`config.mk`:
```
export PLATFORM = sky130hd
export DESIGN_NAME = button_press_arbiter
export DESIGN_NICKNAME = d
export VERILOG_FILES = /design/src/rtl/button_press_arbiter.sv
export SDC_FILE = /design/constraint.sdc
export NUM_CORES = 1
export LEC_CHECK = 0
export CORE_ASPECT_RATIO = 0.6
export CORE_MARGIN = 1.5
export CORE_UTILIZATION = 58
export CTS_BUF_LIST = sky130_fd_sc_hd__clkbuf_8
export DETAILED_ROUTE_END_ITERATION = 16
export GPL_ROUTABILITY_DRIVEN = 0
export PLACE_DENSITY = 0.82
export SLEW_MARGIN = 20
export SYNTH_ARGS = -nofsm -noshare
export SYNTH_HDL_FRONTEND = slang
export SYNTH_SLANG_ARGS = --single-unit
```
`constraint.sdc`:
```
create_clock -name clock -period 3.6 [get_ports clock]
set_clock_uncertainty 0.2 [all_clocks]
set_input_delay 0.54 -clock clock [delete_from_list [all_inputs] [get_ports clock]]
set_output_delay 0.54 -clock clock [all_outputs]
set_load 0.03 [all_outputs]
```
`src/rtl/button_press_arbiter.sv`:
```
// Debounced button front end: shared tick prescaler, per-button stability filter, press arbitration
// and a valid/ready press channel with release lockout. Define ROUND_ROBIN_EN for round-robin grant.
module button_press_arbiter #(
  parameter int NUM_BTN      = 4,
  parameter int TICK_W       = 19,
  parameter int STABLE_TICKS = 3
) (
  input  logic                       clock,
  input  logic                       reset_n,
  input  logic [NUM_BTN-1:0]         button,
  input  logic                       arm,
  input  logic                       out_ready,
  output logic                       out_valid,
  output logic [$clog2(NUM_BTN)-1:0] out_code,
  output logic [NUM_BTN-1:0]         btn_level,
  output logic                       press_drop
);

  localparam int CODE_W = $clog2(NUM_BTN);
  localparam int CNT_W  = $clog2(STABLE_TICKS + 1);

  localparam logic [1:0] IDLE     = 2'd0;
  localparam logic [1:0] GRANT    = 2'd1;
  localparam logic [1:0] WAIT_REL = 2'd2;

  logic [TICK_W-1:0]  presc;
  logic               tick;
  logic [NUM_BTN-1:0] sync_a;
  logic [NUM_BTN-1:0] sync_b;
  logic [CNT_W-1:0]   stab_cnt [NUM_BTN];
  logic [NUM_BTN-1:0] level_q;
  logic [NUM_BTN-1:0] press;
  logic               press_multi;
  logic [CODE_W-1:0]  grant_idx;
  logic [1:0]         state;

  assign tick        = &presc;
  assign press       = btn_level & ~level_q;
  assign press_multi = |(press & (press - NUM_BTN'(1)));

  // Prescaler, synchronizers and stability filters
  always_ff @(posedge clock or negedge reset_n) begin
    if (!reset_n) begin
      presc     <= '0;
      sync_a    <= '0;
      sync_b    <= '0;
      btn_level <= '0;
      for (int i = 0; i < NUM_BTN; i++) stab_cnt[i] <= '0;
    end else begin
      presc  <= presc + TICK_W'(1);
      sync_a <= button;
      sync_b <= sync_a;
      for (int i = 0; i < NUM_BTN; i++) begin
        if (sync_b[i] == btn_level[i]) begin
          stab_cnt[i] <= '0;
        end else if (tick) begin
          if (stab_cnt[i] == CNT_W'(STABLE_TICKS - 1)) begin
            btn_level[i] <= ~btn_level[i];
            stab_cnt[i]  <= '0;
          end else begin
            stab_cnt[i] <= stab_cnt[i] + CNT_W'(1);
          end
        end
      end
    end
  end

`ifdef ROUND_ROBIN_EN
  logic [CODE_W-1:0]    rr_ptr;
  logic [2*NUM_BTN-1:0] press_dbl;
  logic [NUM_BTN-1:0]   press_rot;

  // Rotate so bit 0 is the index just after the last grant, then take the lowest set bit
  always_comb begin
    press_dbl = {press, press};
    press_rot = press_dbl[NUM_BTN-1:0];
    press_rot = NUM_BTN'(press_dbl >> (int'(rr_ptr) + 1));
    grant_idx = '0;
    for (int k = NUM_BTN - 1; k >= 0; k--) begin
      if (press_rot[k]) grant_idx = CODE_W'((int'(rr_ptr) + 1 + k) % NUM_BTN);
    end
  end
`else
  always_comb begin
    grant_idx = '0;
    for (int k = NUM_BTN - 1; k >= 0; k--) begin
      if (press[k]) grant_idx = CODE_W'(k);
    end
  end
`endif

  // Grant / handshake / release-lockout sequencer
  always_ff @(posedge clock or negedge reset_n) begin
    if (!reset_n) begin
      state      <= IDLE;
      out_valid  <= 1'b0;
      out_code   <= '0;
      press_drop <= 1'b0;
      level_q    <= '0;
`ifdef ROUND_ROBIN_EN
      rr_ptr     <= CODE_W'(NUM_BTN - 1);
`endif
    end else begin
      level_q    <= btn_level;
      press_drop <= 1'b0;
      case (state)
        IDLE: begin
          if (arm && (|press)) begin
            out_code   <= grant_idx;
            out_valid  <= 1'b1;
            press_drop <= press_multi;
            state      <= GRANT;
`ifdef ROUND_ROBIN_EN
            rr_ptr     <= grant_idx;
`endif
          end
        end
        GRANT: begin
          press_drop <= |press;
          if (out_ready) begin
            out_valid <= 1'b0;
            state     <= WAIT_REL;
          end
        end
        WAIT_REL: begin
          press_drop <= |press;
          if (!btn_level[out_code]) state <= IDLE;
        end
        default: state <= IDLE;
      endcase
    end
  end

endmodule
```
==> flow_summary.toml, run 1 <==
[synthesis]
cell_type_with_the_highest_aggregate_area_in_the_netlist = "sky130_fd_sc_hd__dfrtp_1"
ys_async_sr_fraction_pct = 100.0
synth.lib_cells_used.distinct = 37
post_synth_most_frequent_cells = "49 x sky130_fd_sc_hd__dfrtp_1, 12 x sky130_fd_sc_hd__xnor2_1, 10 x sky130_fd_sc_hd__o21ai_0"
postSynthRegisterBits = 49
seq_area_frac_synth_pct = 56.91
synthCells = 183
yosys-mux-area-fraction_pct = 3.542
synth-simple-area-share_pct = 15.97
syn_avg_cell_area_um2 = 11.77
syn-cell-area_um2 = 2155
synth_edf_count = 0
yosys.area_share.xor_xnor_pct = 8.537
yosys.cell_count.top_type = "sky130_fd_sc_hd__dfrtp_1"
ys.warnings.count = 0
arithmetic_cell_share_of_the_synthesized_area_counting_full_adders_half_adders_and_majority_gates_pct = 3.949
area_share_of_the_leading_cell_type_in_the_synthesized_netlist_pct = 56.91
syn_nets = 197
postSynth.topFlopCell = "sky130_fd_sc_hd__dfrtp_1"
netlist_top_cells_area = "sky130_fd_sc_hd__dfrtp_1 57%, sky130_fd_sc_hd__xnor2_1 4.9%, sky130_fd_sc_hd__xor2_1 3.7%, sky130_fd_sc_hd__ha_1 3.5%, sky130_fd_sc_hd__nand4b_1 3.3%"
main_combinational_cell_family_by_area_after_synthesis = "simple AND/OR/NAND/NOR gates"
synth_compound_gate_area_share_pct = 8.769

[timing]
worst-slew-pin-transition_ns = 0.5922
fin_crit_ns = 2.267
final_period_util_pct = 62.97
rsz0062_at_grt = "no"
setup_viol = 0
report.final.hold_viol_count = 0
final_max_slew_viol_count = 0
fin_setup_tns_ns = 0
slew_headroom_pct = 60.52
timing.fmax_ghz = 0.4411

[final_layout]
synth_to_layout_area_growth_pct = 14.92
nets = 216
layout-drive-gt1-share_pct = 7.882
design_area_um2 = 2476
finalCoreUtilization_pct = 72.76
multi_input_combinational_cell_area_um2 = 878.3
final-seq-area_um2 = 1226
finish.cell_count_without_fillers = 248
insertedDiodeCount = 0
filler_cell_count = 231

[global_route]
grt_pass1_vias = 1485
gr-usage-met3_pct = 8.727
met1_usage_pct = 33.90
grt_antenna_before_repair = 0
global_route_wire_length_before_repair_mm = 7.224
grt_util_all_layers_pct = 24.76
grt.overflow.total = 0
grt-busiest-layer = "met2"
grt_start_max_net_pins = 50
met2_usage_pct = 36.36

[die]
placement_rows = 16
fp.coreArea_um2 = 3403
dieArea_um2 = 4101
die_width_um = 81.69
start_util_pct = 63.31
fp.dieH_um = 50.21
io_pins = 16

[route]
route.antenna.remaining_nets = 0
drc = 0
routed_wire_length_mm = 4.276
drtIter0Drc = 96
routed_via_density = 5.984
routed-via-count = 1484
drt-pass1-iter-count = 4
routedWlPerCell_um = 17.24

[setup_path]
crit_path_start_kind = "register"
r2r_setup_slack_ns = 1.48
critPathMaxStageDelay_ns = 0.72
timing.rr.start = "presc[11]"
cp.buffers_inverters = 1
critical_path_required_ns = 2.86
reg2reg_to = "stab_cnt[2]"
worstPathArrival_ns = 1.53
timing.critical_path.depth = 1
reg2regPathDepth = 4
timing_worst_setup_path_type = "register to primary output"
cell_at_the_slowest_stage_of_the_critical_path = "sky130_fd_sc_hd__clkdlybuf4s50_1"
critPathCaptureType = "primary output"
crit_chain = "clkdlybuf4s50_1"
critical_path.max_fanout = 7
cpLargestDelayFamily = "buffers and inverters"

[power]
p_per_area_nw_per_um2 = 482.5
irDropWorstVdd_uv = 312.8
power_uw = 1195
power_leakage_uw = 0.001108

[placed_design]
placed_cell_area_um2 = 2336
place_inst = 240
dp_hpwl_mm = 2.979
numPortBuffers = 15

[outcome]
outcome = "finished clean"

[clocking]
maximum_clock_insertion_buffer_count = 2
clk_root_buffer_cell = "sky130_fd_sc_hd__clkbuf_8"
htree_levels = 2
cts-hold-fix-buffers = 0
postCtsSetupBuffers = 0
clk_latency_ns = 0.31
cts_tree = "built"
numCtsBuffers = 5
clkSlewWorstSetupHoldPaths_ns = 0.09
cts_resized = 0
cts_sinks = 49

[hold_path]
holdCritPathClass = "primary input to asynchronous set/reset pin"

[flow_run]
timing.max_cap.violations = 0
[layer usage]
layer	wire [µm]	share of wire, %
met1	1915	45
met5	0	0
met4	72	1.7
met2	1946	46
met3	342	8.0
[sequential cells by signal, summed over array words and instances, names as in the netlist]
register,count
stab_cnt,8
presc,19
press_drop,1
sync_a,4
btn_level,4
level_q,4
sync_b,4
state,2
out_code,2
out_valid,1
[layout by cell type (no fill, tap or decap), drive strengths merged, types with 2 or more instances in the layout]
| cell type | synthesis | routed |
|---|---|---|
| clkbuf | 1 | 5 |
| and3 | 2 | 2 |
| clkdlybuf4s50 | 0 | 14 |
| a31oi | 2 | 2 |
| and4 | 3 | 3 |
| nor3 | 2 | 2 |
| ha | 6 | 6 |
| xnor2 | 12 | 12 |
| nand2 | 9 | 9 |
| mux2 | 5 | 5 |
| nand2b | 5 | 5 |
| mux2i | 2 | 2 |
| o21ai | 10 | 10 |
| bufinv | 0 | 2 |
| and2 | 3 | 3 |
| or4 | 4 | 4 |
| nand3 | 7 | 7 |
| inv | 8 | 9 |
| a21boi | 2 | 2 |
| xor2 | 9 | 9 |
| nor2 | 8 | 8 |
| nand4b | 8 | 8 |
| dfrtp | 49 | 49 |
| a21oi | 9 | 9 |
| nand4 | 4 | 4 |
[cell families (layout without fill, tap and decap cells)]
| group | count (synthesis) | in the layout |
|---|---|---|
| simple gates | 57 | 57 |
| flops | 49 | 49 |
| compound gates | 31 | 31 |
| xor+xnor | 21 | 21 |
| buf+inv | 11 | 31 |
| fa+ha+maj | 7 | 7 |
| mux | 7 | 7 |
[report_power, final]
group          internal, µW  total, µW  switching, µW
combinational          61.3        146           84.3
sequential              566        580           14.5
clock                   279        469            190
total                   906       1190            288
[through the flow]
| stage | setup slack, ns | hold slack, ns |
|---|---|---|
| detailed placement | 1.283 | 0.1355 |
| global route | 1.266 | 0.06537 |
| floorplan | 1.643 | 0.04441 |
| global placement | 1.348 | 0.1334 |
| finish | 1.333 | 0.01512 |
| CTS | 1.319 | 0.1644 |
[worst max-delay path by stage]
stage / start / endpoint / slack (ns)
global route: btn_level[2] / btn_level[2] / 1.27
global placement: arm / state[0] / 1.35
floorplan: btn_level[3] / state[0] / 1.64
detailed placement: arm / state[0] / 1.28
finish: btn_level[2] / btn_level[2] / 1.33
CTS: btn_level[2] / btn_level[2] / 1.32
[layout make-up]
| class | instances | area share (%) |
|---|---|---|
| clock buffers | 5 | 2.779 |
| clock inverters | 3 | 2.779 |
| well taps | 45 | 2.274 |
| flip-flops and latches | 49 | 49.52 |
| multi-input cells | 123 | 35.47 |
| inverters | 8 | 1.213 |
| repair buffers | 15 | 5.963 |
No activity file was read; power rests on OpenSTA's default activity.
==> run 2: changes to the inputs <==
--- a/config.mk
+++ b/config.mk
@@ -7,11 +7,11 @@
 export LEC_CHECK = 0
 export CORE_ASPECT_RATIO = 0.6
 export CORE_MARGIN = 1.5
-export CORE_UTILIZATION = 58
+export CORE_UTILIZATION = 54
 export CTS_BUF_LIST = sky130_fd_sc_hd__clkbuf_8
 export DETAILED_ROUTE_END_ITERATION = 16
 export GPL_ROUTABILITY_DRIVEN = 0
-export PLACE_DENSITY = 0.82
+export PLACE_DENSITY = 0.8
 export SLEW_MARGIN = 20
 export SYNTH_ARGS = -nofsm -noshare
 export SYNTH_HDL_FRONTEND = slang
==> constraint.sdc (replaced) <==
create_clock -name clock -period 2 [get_ports clock]
set_clock_uncertainty 0.2 [all_clocks]
set_input_delay 0.3 -clock clock [delete_from_list [all_inputs] [get_ports clock]]
set_output_delay 0.3 -clock clock [all_outputs]
set_load 0.03 [all_outputs]
==> run 2 against run 1 <==
- core utilization is 3.7 points lower
- via count is 1.7% higher
- first-iteration DRC count is 14% lower
- flip-flop and latch count stayed put
- clock power is 52% higher
- critical path depth stayed put
- power is 69% higher
- sequential share of layout area is 2.1 points lower
==> flow_summary.toml, run 2 (same netlist as run 1, synthesis figures left out) <==
[outcome]
outcome = "finished clean"

[global_route]
grt_pass1_vias = 1494
grt.overflow.total = 0
grt_start_max_net_pins = 27
grt_antenna_before_repair = 0
grt_util_all_layers_pct = 22.74
global_route_wire_length_before_repair_mm = 7.355

[setup_path]
cp.buffers_inverters = 1
cell_at_the_slowest_stage_of_the_critical_path = "sky130_fd_sc_hd__clkdlybuf4s50_1"
critPathCaptureType = "primary output"
reg2regPathDepth = 5
crit_chain = "clkdlybuf4s50_1"
crit_path_start_kind = "register"
critPathMaxStageDelay_ns = 0.70
cpLargestDelayFamily = "buffers and inverters"
timing_worst_setup_path_type = "register to primary output"
timing.critical_path.depth = 1
worstPathArrival_ns = 1.44
critical_path.max_fanout = 4
critical_path_required_ns = 1.50

[flow_run]
timing.max_cap.violations = 0

[die]
placement_rows = 17
start_util_pct = 57.55
dieArea_um2 = 4390
die_width_um = 84.55
fp.dieH_um = 51.93
fp.coreArea_um2 = 3744
io_pins = 16

[hold_path]
hold_depth = 0
holdCritPathClass = "register to register"

[final_layout]
finish.cell_count_without_fillers = 264
insertedDiodeCount = 0
most-common-layout-cells = "49 x sky130_fd_sc_hd__dfrtp_1, 12 x sky130_fd_sc_hd__xnor2_1, 12 x sky130_fd_sc_hd__buf_4"
nets = 230
layout_commonest_cell = "sky130_fd_sc_hd__dfrtp_1"
synth_to_layout_area_growth_pct = 19.92
largest-register = "presc"
layout-drive-gt1-share_pct = 13.36
layout_top_registers = "presc: 19 flops, stab_cnt: 8 flops"
largest_register_ffs = 19

[clocking]
cts_tree = "built"
clk_latency_ns = 0.30
maximum_clock_insertion_buffer_count = 2
clkSlewWorstSetupHoldPaths_ns = 0.08
clk_root_buffer_cell = "sky130_fd_sc_hd__clkbuf_8"
numCtsBuffers = 5
htree_levels = 2
cts_sinks = 49

[route]
routed-via-count = 1509
route.antenna.remaining_nets = 0
routed_via_density = 5.716
routed_wire_length_mm = 4.273
drt-pass1-iter-count = 4
routedWlPerCell_um = 16.19
drtIter0Drc = 83
drc = 0

[power]
irDropWorstVdd_uv = 760.5
p_per_area_nw_per_um2 = 781.6
power_leakage_uw = 0.001230

[placed_design]
place_inst = 253
place_ws_ns = -0.06070
numPortBuffers = 15
dp_hpwl_mm = 3.169

[timing]
slew_headroom_pct = 64.50
timing.fmax_ghz = 0.5166
report.final.hold_viol_count = 0
rsz0062_at_grt = "no"
setup_viol = 0
worst-slew-pin-transition_ns = 0.5326
layout_setup_ws_ns = 0.06440
final_max_slew_viol_count = 0
final_period_util_pct = 96.78
fin_crit_ns = 1.936
[run 2: worst paths after layout]
path	start	end	slack, ns
setup / recovery	out_code[0]	out_code[0]	0.06
max in group asynchronous	reset_n	presc[17]	0.78
hold reg to reg	sync_a[0]	sync_b[0]	0.16
min in group asynchronous	reset_n	presc[1]	0.30
setup reg to reg	presc[0]	stab_cnt[6]	0.08
hold / removal	sync_a[0]	sync_b[0]	0.16
[run 2: where the power goes]
group	switching [µW]	internal, µW
registers	26.1	1020
clock network	310	402
logic	149	114
[run 2: layout make-up]
type,instances,area [µm²]
inverters,8,30.03
repair buffers,29,271.5
well taps,47,58.81
clock buffers,6,82.58
multi-input cells,123,880.8
flip-flops and latches,49,1226
clock inverters,2,33.78
fillers,256,1160
[run 2: per-stage QoR]
| step | power [µW] | TNS (ns) | cell area, µm² | utilization (%) | hold WS, ns |
|---|---|---|---|---|---|
| after global routing | 2121 | 0 | 2584 | 69.02 | 0.1672 |
| after global placement | 1300 | 0 | 2434 | 65.01 | 0.1051 |
| final | 2020 | 0 | 2584 | 69.02 | 0.1588 |
| after floorplan | 1224 | 0 | 2155 | - | -0.1956 |
| after CTS | 2050 | 0 | 2574 | 68.75 | 0.1630 |
| after detailed placement | 1330 | -0.06070 | 2434 | 65.01 | 0.1124 |
[run 2: layer usage]
layer / vias to the layer above / GRT usage [%] / wire [µm]
met5: - / 0 / 0
met4: 0 / 13.17 / 114
met3: 12 / 6.508 / 257
met2: 43 / 31.75 / 1864
met1: 739 / 31.78 / 2037
li1: 715 / - / -
[run 2: what timing repair did]
action | in CTS | in global routing
pin swaps | 1 | 2
endpoints found under the setup margin | 2 | 6
gates resized for setup | 1 | 4
buffers inserted | 2 | 0
hold buffers | 1 | 0
hold endpoints to repair | 23 | 0
==> run 3: changes to the inputs <==
--- a/config.mk
+++ b/config.mk
@@ -7,11 +7,12 @@
 export LEC_CHECK = 0
 export CORE_ASPECT_RATIO = 0.6
 export CORE_MARGIN = 1.5
-export CORE_UTILIZATION = 54
+export CORE_UTILIZATION = 50
 export CTS_BUF_LIST = sky130_fd_sc_hd__clkbuf_8
 export DETAILED_ROUTE_END_ITERATION = 16
 export GPL_ROUTABILITY_DRIVEN = 0
-export PLACE_DENSITY = 0.8
+export PLACE_DENSITY = 0.75
+export REMOVE_ABC_BUFFERS = 1
 export SLEW_MARGIN = 20
 export SYNTH_ARGS = -nofsm -noshare
 export SYNTH_HDL_FRONTEND = slang
==> run 3 against run 2 <==
- global-route usage down 2.9 points
- wire length down 0.49%
- via count down 0.40%
- power up 1.7%
- first-iteration DRC count up 98%
- clock power up 2.9%
- register-to-register slack better by 0.04 ns
- non-clock buffer count down 3
- critical path type unchanged
==> flow_summary.toml, run 3 (same netlist as run 1, synthesis figures left out) <==
[route]
drt-pass1-iter-count = 4
routed_wire_length_mm = 4.252
routed-via-count = 1503
route.antenna.remaining_nets = 0
routed_via_density = 5.485
drtIter0Drc = 164
drc = 0
routedWlPerCell_um = 15.52

[global_route]
grt_start_max_net_pins = 26
grt_antenna_before_repair = 0
global_route_wire_length_before_repair_mm = 6.782
grt_pass1_vias = 1457
grt.overflow.total = 0
grt_util_all_layers_pct = 19.87

[setup_path]
timing.critical_path.depth = 1
worstPathArrival_ns = 1.44
cp.buffers_inverters = 1
r2r_setup_slack_ns = 0.12
critPathCaptureType = "primary output"
timing_worst_setup_path_type = "register to primary output"
timing.rr.start = "state[0]"
crit_chain = "clkdlybuf4s50_1"
reg2regPathDepth = 6
cpLargestDelayFamily = "buffers and inverters"
critical_path.max_fanout = 4
critical_path_required_ns = 1.50
cell_at_the_slowest_stage_of_the_critical_path = "sky130_fd_sc_hd__clkdlybuf4s50_1"
reg2reg_to = "state[0]"
critPathMaxStageDelay_ns = 0.71
crit_path_start_kind = "register"

[power]
power_uw = 2053
p_per_area_nw_per_um2 = 795.0
power_leakage_uw = 0.001202
irDropWorstVdd_uv = 545.6

[clocking]
cts_tree = "built"
clk_root_buffer_cell = "sky130_fd_sc_hd__clkbuf_8"
clkSlewWorstSetupHoldPaths_ns = 0.09
numCtsBuffers = 5
clk_latency_ns = 0.30
cts_sinks = 49
maximum_clock_insertion_buffer_count = 2
htree_levels = 2

[die]
io_pins = 16
dieArea_um2 = 4725
fp.coreArea_um2 = 4121
die_width_um = 87.75
placement_rows = 18
start_util_pct = 52.28
fp.dieH_um = 53.85

[final_layout]
most-common-layout-cells = "48 x sky130_fd_sc_hd__dfrtp_1, 12 x sky130_fd_sc_hd__xnor2_1, 11 x sky130_fd_sc_hd__clkdlybuf4s50_1"
largest-register = "presc"
finish.cell_count_without_fillers = 274
layout_top_registers = "presc: 19 flops, stab_cnt: 8 flops"
insertedDiodeCount = 0
nets = 227
synth_to_layout_area_growth_pct = 19.86
layout_commonest_cell = "sky130_fd_sc_hd__dfrtp_1"
layout-drive-gt1-share_pct = 14.02
largest_register_ffs = 19
filler_cell_count = 316

[timing]
timing.fmax_ghz = 0.5147
fin_setup_tns_ns = 0
rsz0062_at_grt = "no"
final_period_util_pct = 97.15
slew_headroom_pct = 62.58
final_max_slew_viol_count = 0
worst_hold_slack_ns = 0.1544
worst-slew-pin-transition_ns = 0.5613
fin_crit_ns = 1.943
setup_viol = 0
report.final.hold_viol_count = 0

[flow_run]
timing.max_cap.violations = 0

[placed_design]
place_inst = 264
dp_hpwl_mm = 3.113
numPortBuffers = 15

[outcome]
outcome = "finished clean"

[hold_path]
min_from = "sync_a[3]"
worstHoldEndpoint = "sync_b[3]"
holdCritPathClass = "register to register"
hold_depth = 0
[run 3: area by class of cell]
class	count	area [µm²]	share of cell area [%]
sequential	49	1227	47.53
tap	60	75.07	2.907
clock buffer	6	82.58	3.198
clock inverter	2	37.54	1.453
multi-input combinational	123	892.1	34.54
inverter	8	30.03	1.163
timing repair buffer	26	237.7	9.205
[run 3: timing repair]
item,CTS,global route
resized for setup,0,8
hold endpoints to repair,23,0
endpoints found under the setup margin,0,8
buffers inserted,0,1
hold buffers,1,0
[run 3: metal layers]
metal | GRT usage [%] | up-vias | routed length (µm)
li1 | - | 712 | -
met1 | 27.82 | 750 | 2001
met2 | 30.15 | 36 | 1967
met3 | 5.215 | 5 | 242
met4 | 7.143 | 0 | 40
met5 | 0 | - | 0
[run 3: power breakdown]
part           total (µW)  switching (µW)  internal, µW
Clock                 733             326           407
Combinational         277             158           120
Sequential           1040            25.0          1020
[run 3: worst max path at each step]
| stage | slack [ns] | startpoint | endpoint |
|---|---|---|---|
| 4_1_cts | 0.01 | btn_level[0] | btn_level[0] |
| 6_report | 0.06 | out_code[0] | out_code[0] |
| 3_5_place_dp | -0.02 | arm | state[0] |
| 3_3_place_gp | -0.003 | arm | state[0] |
| 5_1_grt | 0.005 | out_code[0] | out_code[0] |
| 2_1_floorplan | 0.04 | btn_level[3] | state[0] |
[run 3: through the flow]
step,area (µm²),utilization (%),setup WS (ns)
after CTS,2552,61.93,0.01422
final,2582,62.66,0.05704
after detailed placement,2422,58.77,-0.02059
after floorplan,2135,-,0.04274
after global routing,2582,62.66,0.004676
after global placement,2422,58.77,-0.003209
